## src/rtl/uart_pkg.sv

```systemverilog
// Shared UART definitions: FSM state encoding, oversampling rate and frame defaults.
// Also used by the receiver.
package uart_pkg;

  typedef enum logic [2:0] {
    ST_IDLE   = 3'd0,
    ST_START  = 3'd1,
    ST_DATA   = 3'd2,
    ST_PARITY = 3'd3,
    ST_STOP   = 3'd4
  } uart_state_e;

  localparam int OVERSAMPLE     = 16;
  localparam int DEFAULT_DBIT   = 8;
  localparam int DEFAULT_SB_TCK = 16;

  // Mask that keeps only the low dbit bits of a byte.
  function automatic logic [7:0] data_mask(input int dbit);
    logic [7:0] m;
    m = 8'h00;
    for (int i = 0; i < 8; i++) begin
      if (i < dbit) begin
        m[i] = 1'b1;
      end else begin
        m[i] = 1'b0;
      end
    end
    return m;
  endfunction

endpackage

```

## src/rtl/uart_tx_serializer.sv

```systemverilog
// UART transmit serializer: start bit, DBIT data bits LSB-first, stop period, timed by a 16x tick.
// Optional parity bit between data and stop when UART_TX_PARITY_EN is defined.
module uart_tx_serializer
  import uart_pkg::*;
#(
  parameter int DBIT   = DEFAULT_DBIT,
  parameter int SB_TCK = DEFAULT_SB_TCK
`ifdef UART_TX_PARITY_EN
  , parameter int PAR_ODD = 0
`endif
) (
  input  logic       clk,
  input  logic       reset,
  input  logic       tx_start,
  input  logic       s_tck,
  input  logic [7:0] din,
  output logic       tx_busy,
  output logic       tx_done_tck,
  output logic       tx
);

  localparam logic [4:0] OS_LAST = 5'(OVERSAMPLE - 1);
  localparam logic [4:0] SB_LAST = 5'(SB_TCK - 1);
  localparam logic [2:0] N_LAST  = 3'(DBIT - 1);

  uart_state_e r_state, w_state_nxt;
  logic [4:0]  r_s_cnt, w_s_cnt_nxt;
  logic [2:0]  r_n_cnt, w_n_cnt_nxt;
  logic [7:0]  r_shreg, w_shreg_nxt;
  logic        r_tx, w_tx_nxt;
  logic        r_busy, w_busy_nxt;
  logic        r_done, w_done_nxt;
`ifdef UART_TX_PARITY_EN
  localparam logic PAR_BIT = 1'(PAR_ODD);
  logic r_par, w_par_nxt;
`endif

  // State register and all registered outputs.
  always_ff @(posedge clk) begin
    if (reset) begin
      r_state <= ST_IDLE;
      r_s_cnt <= 5'd0;
      r_n_cnt <= 3'd0;
      r_shreg <= 8'h00;
      r_tx    <= 1'b1;
      r_busy  <= 1'b0;
      r_done  <= 1'b0;
`ifdef UART_TX_PARITY_EN
      r_par   <= 1'b0;
`endif
    end else begin
      r_state <= w_state_nxt;
      r_s_cnt <= w_s_cnt_nxt;
      r_n_cnt <= w_n_cnt_nxt;
      r_shreg <= w_shreg_nxt;
      r_tx    <= w_tx_nxt;
      r_busy  <= w_busy_nxt;
      r_done  <= w_done_nxt;
`ifdef UART_TX_PARITY_EN
      r_par   <= w_par_nxt;
`endif
    end
  end

  // Next-state, counter and shifter logic; the line level is derived from the next state.
  always_comb begin
    w_state_nxt = r_state;
    w_s_cnt_nxt = r_s_cnt;
    w_n_cnt_nxt = r_n_cnt;
    w_shreg_nxt = r_shreg;
    w_busy_nxt  = r_busy;
    w_done_nxt  = 1'b0;
    w_tx_nxt    = 1'b1;
`ifdef UART_TX_PARITY_EN
    w_par_nxt   = r_par;
`endif
    case (r_state)
      ST_IDLE: begin
        // A tick coincident with acceptance is deliberately not counted.
        if (tx_start) begin
          w_shreg_nxt = din & data_mask(DBIT);
          w_s_cnt_nxt = 5'd0;
          w_state_nxt = ST_START;
          w_busy_nxt  = 1'b1;
`ifdef UART_TX_PARITY_EN
          w_par_nxt   = (^(din & data_mask(DBIT))) ^ PAR_BIT;
`endif
        end else begin
          w_busy_nxt  = 1'b0;
        end
      end
      ST_START: begin
        if (s_tck) begin
          if (r_s_cnt == OS_LAST) begin
            w_s_cnt_nxt = 5'd0;
            w_n_cnt_nxt = 3'd0;
            w_state_nxt = ST_DATA;
          end else begin
            w_s_cnt_nxt = r_s_cnt + 5'd1;
          end
        end else begin
          w_s_cnt_nxt = r_s_cnt;
        end
      end
      ST_DATA: begin
        if (s_tck) begin
          if (r_s_cnt == OS_LAST) begin
            w_s_cnt_nxt = 5'd0;
            w_shreg_nxt = r_shreg >> 1;
            if (r_n_cnt == N_LAST) begin
`ifdef UART_TX_PARITY_EN
              w_state_nxt = ST_PARITY;
`else
              w_state_nxt = ST_STOP;
`endif
            end else begin
              w_n_cnt_nxt = r_n_cnt + 3'd1;
            end
          end else begin
            w_s_cnt_nxt = r_s_cnt + 5'd1;
          end
        end else begin
          w_s_cnt_nxt = r_s_cnt;
        end
      end
`ifdef UART_TX_PARITY_EN
      ST_PARITY: begin
        if (s_tck) begin
          if (r_s_cnt == OS_LAST) begin
            w_s_cnt_nxt = 5'd0;
            w_state_nxt = ST_STOP;
          end else begin
            w_s_cnt_nxt = r_s_cnt + 5'd1;
          end
        end else begin
          w_s_cnt_nxt = r_s_cnt;
        end
      end
`endif
      ST_STOP: begin
        if (s_tck) begin
          if (r_s_cnt == SB_LAST) begin
            w_s_cnt_nxt = 5'd0;
            w_state_nxt = ST_IDLE;
            w_done_nxt  = 1'b1;
            w_busy_nxt  = 1'b0;
          end else begin
            w_s_cnt_nxt = r_s_cnt + 5'd1;
          end
        end else begin
          w_s_cnt_nxt = r_s_cnt;
        end
      end
      default: begin
        w_state_nxt = ST_IDLE;
        w_s_cnt_nxt = 5'd0;
        w_n_cnt_nxt = 3'd0;
        w_busy_nxt  = 1'b0;
      end
    endcase

    case (w_state_nxt)
      ST_START:  w_tx_nxt = 1'b0;
      ST_DATA:   w_tx_nxt = w_shreg_nxt[0];
`ifdef UART_TX_PARITY_EN
      ST_PARITY: w_tx_nxt = w_par_nxt;
`endif
      default:   w_tx_nxt = 1'b1;
    endcase
  end

  assign tx          = r_tx;
  assign tx_busy     = r_busy;
  assign tx_done_tck = r_done;

endmodule

```

## config.mk

```make
export PLATFORM = sky130hd
export DESIGN_NAME = uart_tx_serializer
export DESIGN_NICKNAME = d
export VERILOG_FILES = /design/src/rtl/uart_pkg.sv /design/src/rtl/uart_tx_serializer.sv
export SDC_FILE = /design/constraint.sdc
export NUM_CORES = 1
export LEC_CHECK = 0
export ABC_AREA = 1
export CORE_ASPECT_RATIO = 0.75
export CORE_MARGIN = 4
export CORE_UTILIZATION = 35
export DETAILED_ROUTE_END_ITERATION = 16
export SYNTH_ARGS = -nofsm -noshare
export SYNTH_HDL_FRONTEND = slang
export SYNTH_SLANG_ARGS = --single-unit
```

## constraint.sdc

```tcl
create_clock -name clk -period 1.7 [get_ports clk]
set_input_delay 0.34 -clock clk [delete_from_list [all_inputs] [get_ports clk]]
set_output_delay 0.34 -clock clk [all_outputs]
set_load 0.02 [all_outputs]
```

==> After elaboration in Yosys (flattened, before gate mapping) <==
Index checks and enable logic that the tools add are counted.
{ "word_totals": {"elab_cells": 69, "memories": 0, "ram_bits": 0, "input_bits": 12, "latch_bits": 0, "out_inout_bits": 3, "register_bits": 22, "romBits": 0} }
{ "classes": {"n_eq_ne": 16, "add_sub_neg": 2, "multipliers": 0, "reduce_logical": 10, "bitwise": 4, "order_cmp": 0, "div": 0, "shifts": 0, "muxes": 29} }
{ "ops": {"columns": ["cell", "n"], "rows": [
  ["$mux 3", 13],
  ["$mux 8", 3],
  ["$ne 2x2->1 const B", 8],
  ["$pmux 8 s2", 1],
  ["$mux 5", 3],
  ["$pmux 3 s4", 1],
  ["$pmux 5 s2", 1],
  ["$pmux 3 s3", 1],
  ["$eq 3x1->1 const B", 2],
  ["$eq 3x2->1 const B", 2],
  ["$eq 3x3->1 const B", 2],
  ["$reduce_and 6->1", 1],
  ["$reduce_or 3->1", 2],
  ["$add 5x1->5 const B", 1],
  ["$eq 5x4->1 const B", 1],
  ["$mux 1", 4],
  ["$not 1->1", 4],
  ["$reduce_and 4->1", 1],
  ["$reduce_or 2->1", 2],
  ["$add 3x1->3 const B", 1],
  ["$logic_not 3->1", 1],
  ["$pmux 1 s3", 1],
  ["$reduce_and 3->1", 1],
  ["$ne 2x1->1 const B", 1],
  ["3 further kinds", 3]
]} }

==> Logic depth before layout (Yosys ltp) <==
{ "logic_depth": {"depth_word": 7, "depth_mapped": 9} }

==> Least setup slack after synthesis <==
OpenSTA, ideal clock, no wires.
{ "synth_timing": {"path_type": "register to register", "startpoint": "register r_s_cnt[0]", "endpoint": "register r_tx, in the netlist tx", "arrival_ps": 1201, "path_stages_with_launch": 9, "slack_ps": 374, "t_required_ps": 1575, "setup_time_ps": 125, "cell_sequence": "dfxtp_1 > ha_1 > nand3_1 > nor2_1 > nand3_2 > nand2_1 > nand3_1 > nand2_1 > nand3_1"} }
{ "synth_via": {"elab_chain_len": 6, "elab_cells_between_ends": 14, "classes_between": "3 x eq/ne; 11 x mux"} }
{ "synth_rtl": {"columns": ["element", "line", "text"], "rows": [
  ["start: declaration", "uart_tx_serializer.sv:27", "logic [4:0] r_s_cnt, w_s_cnt_nxt;"],
  ["start signal: assignment", "uart_tx_serializer.sv:53", "r_s_cnt <= w_s_cnt_nxt;"],
  ["$eq 5x4->1 *", "uart_tx_serializer.sv:94, uart_tx_serializer.sv:107, uart_tx_serializer.sv:142", null],
  ["$mux 3 (on tied branches)", "uart_tx_serializer.sv:142, uart_tx_serializer.sv:94, uart_tx_serializer.sv:107", null],
  ["$mux 3 (on tied branches)", "uart_tx_serializer.sv:141, uart_tx_serializer.sv:93, uart_tx_serializer.sv:106", null],
  ["$pmux 3 s4", "uart_tx_serializer.sv:77", "case (r_state)"],
  ["$eq 3x2->1 or $eq 3x1->1 (tied branches)", "uart_tx_serializer.sv:162", "case (w_state_nxt)"],
  ["$pmux 1 s2 *", "uart_tx_serializer.sv:162", null],
  ["end signal: assignment", "uart_tx_serializer.sv:56", "r_tx <= w_tx_nxt;"],
  ["end: declaration", "uart_tx_serializer.sv:30", "logic r_tx, w_tx_nxt;"]
]} }
Every way passes the cells marked *; elsewhere a longest branch is shown, timed or not. The select of a mux whose other input is x is not followed.
A chain may end at the register's enable or synchronous reset.

==> Worst setup path after layout <==
{ "layout_timing": {"startpoint": "register r_s_cnt[1]", "endpoint": "register r_tx, in the netlist tx"} }
Same word-level chain as after synthesis.

==> metrics.cfg <==
[yosys]
synthesis.nets=180
yosysWarnings=0
post_synth_num_cell_types=24
synth-seq-area-share_pct=38.51
synthCells=165
syn_area_mm2=0.001144
ys_ff_latch=22
avgSynthCellArea_um2=6.931

[clocking]
cts_tree=yes
hold_buffers=0
cts.path.max_buffers=2
clock_sinks=22
cts-buffers-inserted=3
clock_latency_ps=270
htreeDepth=1
cts_setup_buffers=0
post_cts_resized=0
clk_pin_slew_ps=80
clockRootBuffer=clkbuf_8

[setup_path]
crit_top_cell=nand3_1
cp_slowest_cell=dfxtp_1
critPathCaptureType=flop
cp_max_fo=10
cp_num_buf_inv=0
arrival_ps=1690
cp_slowest_stage_delay_ps=360
crit_chain=ha_1, nand4_2, nor2_4, nand2_1, nand3_1, nand3_1
cp.required_ps=1850
critical_path_class=reg2reg
crit_path_start_kind=flop
path_delay_family=simple AND/OR/NAND/NOR gates

[power_and_ir_drop]
swShare_pct=26.57
p_int_w=0.0007832
switchingPower_w=0.0002834
clkPwrFrac_pct=30.7
power_frac_comb_pct=16.7
p_total_w=0.001067
power_frac_seq_pct=52.5
p_leak_nw=0.6060
ir_drop_v=0.0004916
power-per-cell-area_mw_per_mm2=760.5

[placed_design]
gp_congestion=0.8232
dpl.hpwl_um=2019
place_ws_ps=11.29
io_buffers=14

[sta]
rsz0062_at_grt=no
slew_headroom_pct=75.07
setup_slack_ps=153.4
period_minus_slack_ps=1547
timing.setup.tns_ps=0
finClkSkew_ps=5.371
slew_viol_final=0
timing.final.hold_violations=0
fin_crit_sh_pct=90.98
setup_violations=0
worst_pin_slew_ps=372.6
fmax_mhz=646.6

[global_route]
grt_max_degree=12
track_usage_pct=13.54
grt_pass1_vias=1071
grt_first_pass_wirelength_um=4588
antenna_found_initial=0
gr-total-overflow=0

[detailed_routing]
drtAntennaViolNets=0
dr.pass1.iters=4
route.met2.wl_um=1130
routed-wl-met3_um=111
drc=0
routed_wl_um=2648
met1_length_um=1391
viasPerCell=5.072
wl_per_cell_um=11.87
drtIter0Drc=99
vias=1131
highest_layer=met4

[status]
status=finished, final reports clean

[flow_run]
cap_violations=0

[floorplan]
ios=15
rows=17
die_h_um=57.51
start_util_pct=37.60
fp.coreArea_mm2=0.003042
die-area_mm2=0.004256
dieWidth_um=74.01

[finish]
final_cell_mix=42 x nand2_1, 26 x nand3_1, 22 x dfxtp_1, 20 x nor2_1, 14 x clkdlybuf4s50_1
utilization_pct=46.11
nets=202
regArea_um2=440.4
final_common_cell=nand2_1
syn_to_final_growth_pct=22.65
drive_above_1_share_pct=11.35
fill_cells=317
multiInputGateArea_um2=631.9
antenna_cells=0

[worst_hold_path]
min_path_type=reg2reg

metal layers:
layer | vias up | global-route usage, %
met3 | 4 | 3.697
met4 | 0 | 2.326
met5 | - | 0
li1 | 590 | -
met2 | 18 | 20.71
met1 | 519 | 19.18
registers in the layout, indices dropped and copies added (netlist names):
name	cells
tx_done_tck	1
r_state	3
tx	1
r_s_cnt	5
r_shreg	8
r_n_cnt	3
tx_busy	1
worst register-to-register path, delay by kind of cell (launching register included):
kind / cells / cell delay, ps
fa+ha+maj: 1 / 250
flops: 1 / 360
simple gates: 5 / 810
worst paths after layout:
kind	from	to	slack (ps)	cells past startpoint
worst max-delay path	r_s_cnt[1]	tx	150	6
worst min-delay path	tx_busy	tx_busy	470	2
worst max register to register	r_s_cnt[1]	tx	150	6
worst min register to register	tx_busy	tx_busy	470	2
kinds of logic after synthesis:
group / Yosys count / share of synthesized area, %
AND/OR/NAND/NOR: 100 / 40.15
flip-flops: 22 / 38.51
AO/OA/AOI/OAI: 21 / 11.05
buffers and inverters: 18 / 6.236
adder cells (fa/ha/maj): 3 / 3.283
XOR/XNOR: 1 / 0.7660
per-stage QoR:
step | instances | hold WS, ps | cell area [um2]
floorplan | 165 | 445.5 | 1144
global placement | 219 | 452.9 | 1354
detailed placement | 219 | 464.1 | 1354
CTS | 222 | 475.8 | 1395
global route | 223 | 515.6 | 1403
finish | 223 | 468.2 | 1403
cell usage after synthesis:
library cell	n	area, um2
nand2_1	42	157.7
nand3_1	26	130.1
dfxtp_1	22	440.4
nor2_1	20	75.07
inv_1	13	48.80
a21oi_1	11	55.05
a31oi_1	7	43.79
ha_1	3	37.54
nand3_2	3	30.03
inv_2	2	7.510
nand4_1	2	12.51
nor2_2	2	12.51
a21boi_2	1	11.26
a21oi_2	1	8.760
buf_1	1	3.750
buf_4	1	7.510
clkbuf_1	1	3.750
nand2_2	1	6.260
nand4_2	1	12.51
nor2_4	1	11.26
nor3_1	1	5.000
o21bai_1	1	7.510
or2_1	1	6.260
xor2_1	1	8.760
power by group through the flow:
stage	combinational, W	sequential [W]	clock [W]
detailed placement	0.000177	0.000573	0
CTS	0.000178	0.000560	0.000337
finish	0.000178	0.000560	0.000328
global placement	0.000172	0.000572	0
floorplan	0.000106	0.000574	0
global route	0.000201	0.000564	0.000354
final cells by class:
type                       count  share of cell area, %
clock buffer                   3                  2.944
inverter                      15                  4.014
multi-input combinational    125                  45.05
sequential                    22                  31.40
tap                           38                  3.390
timing repair buffer          20                  13.20
Note: power is estimated with default switching activity, not from simulation.
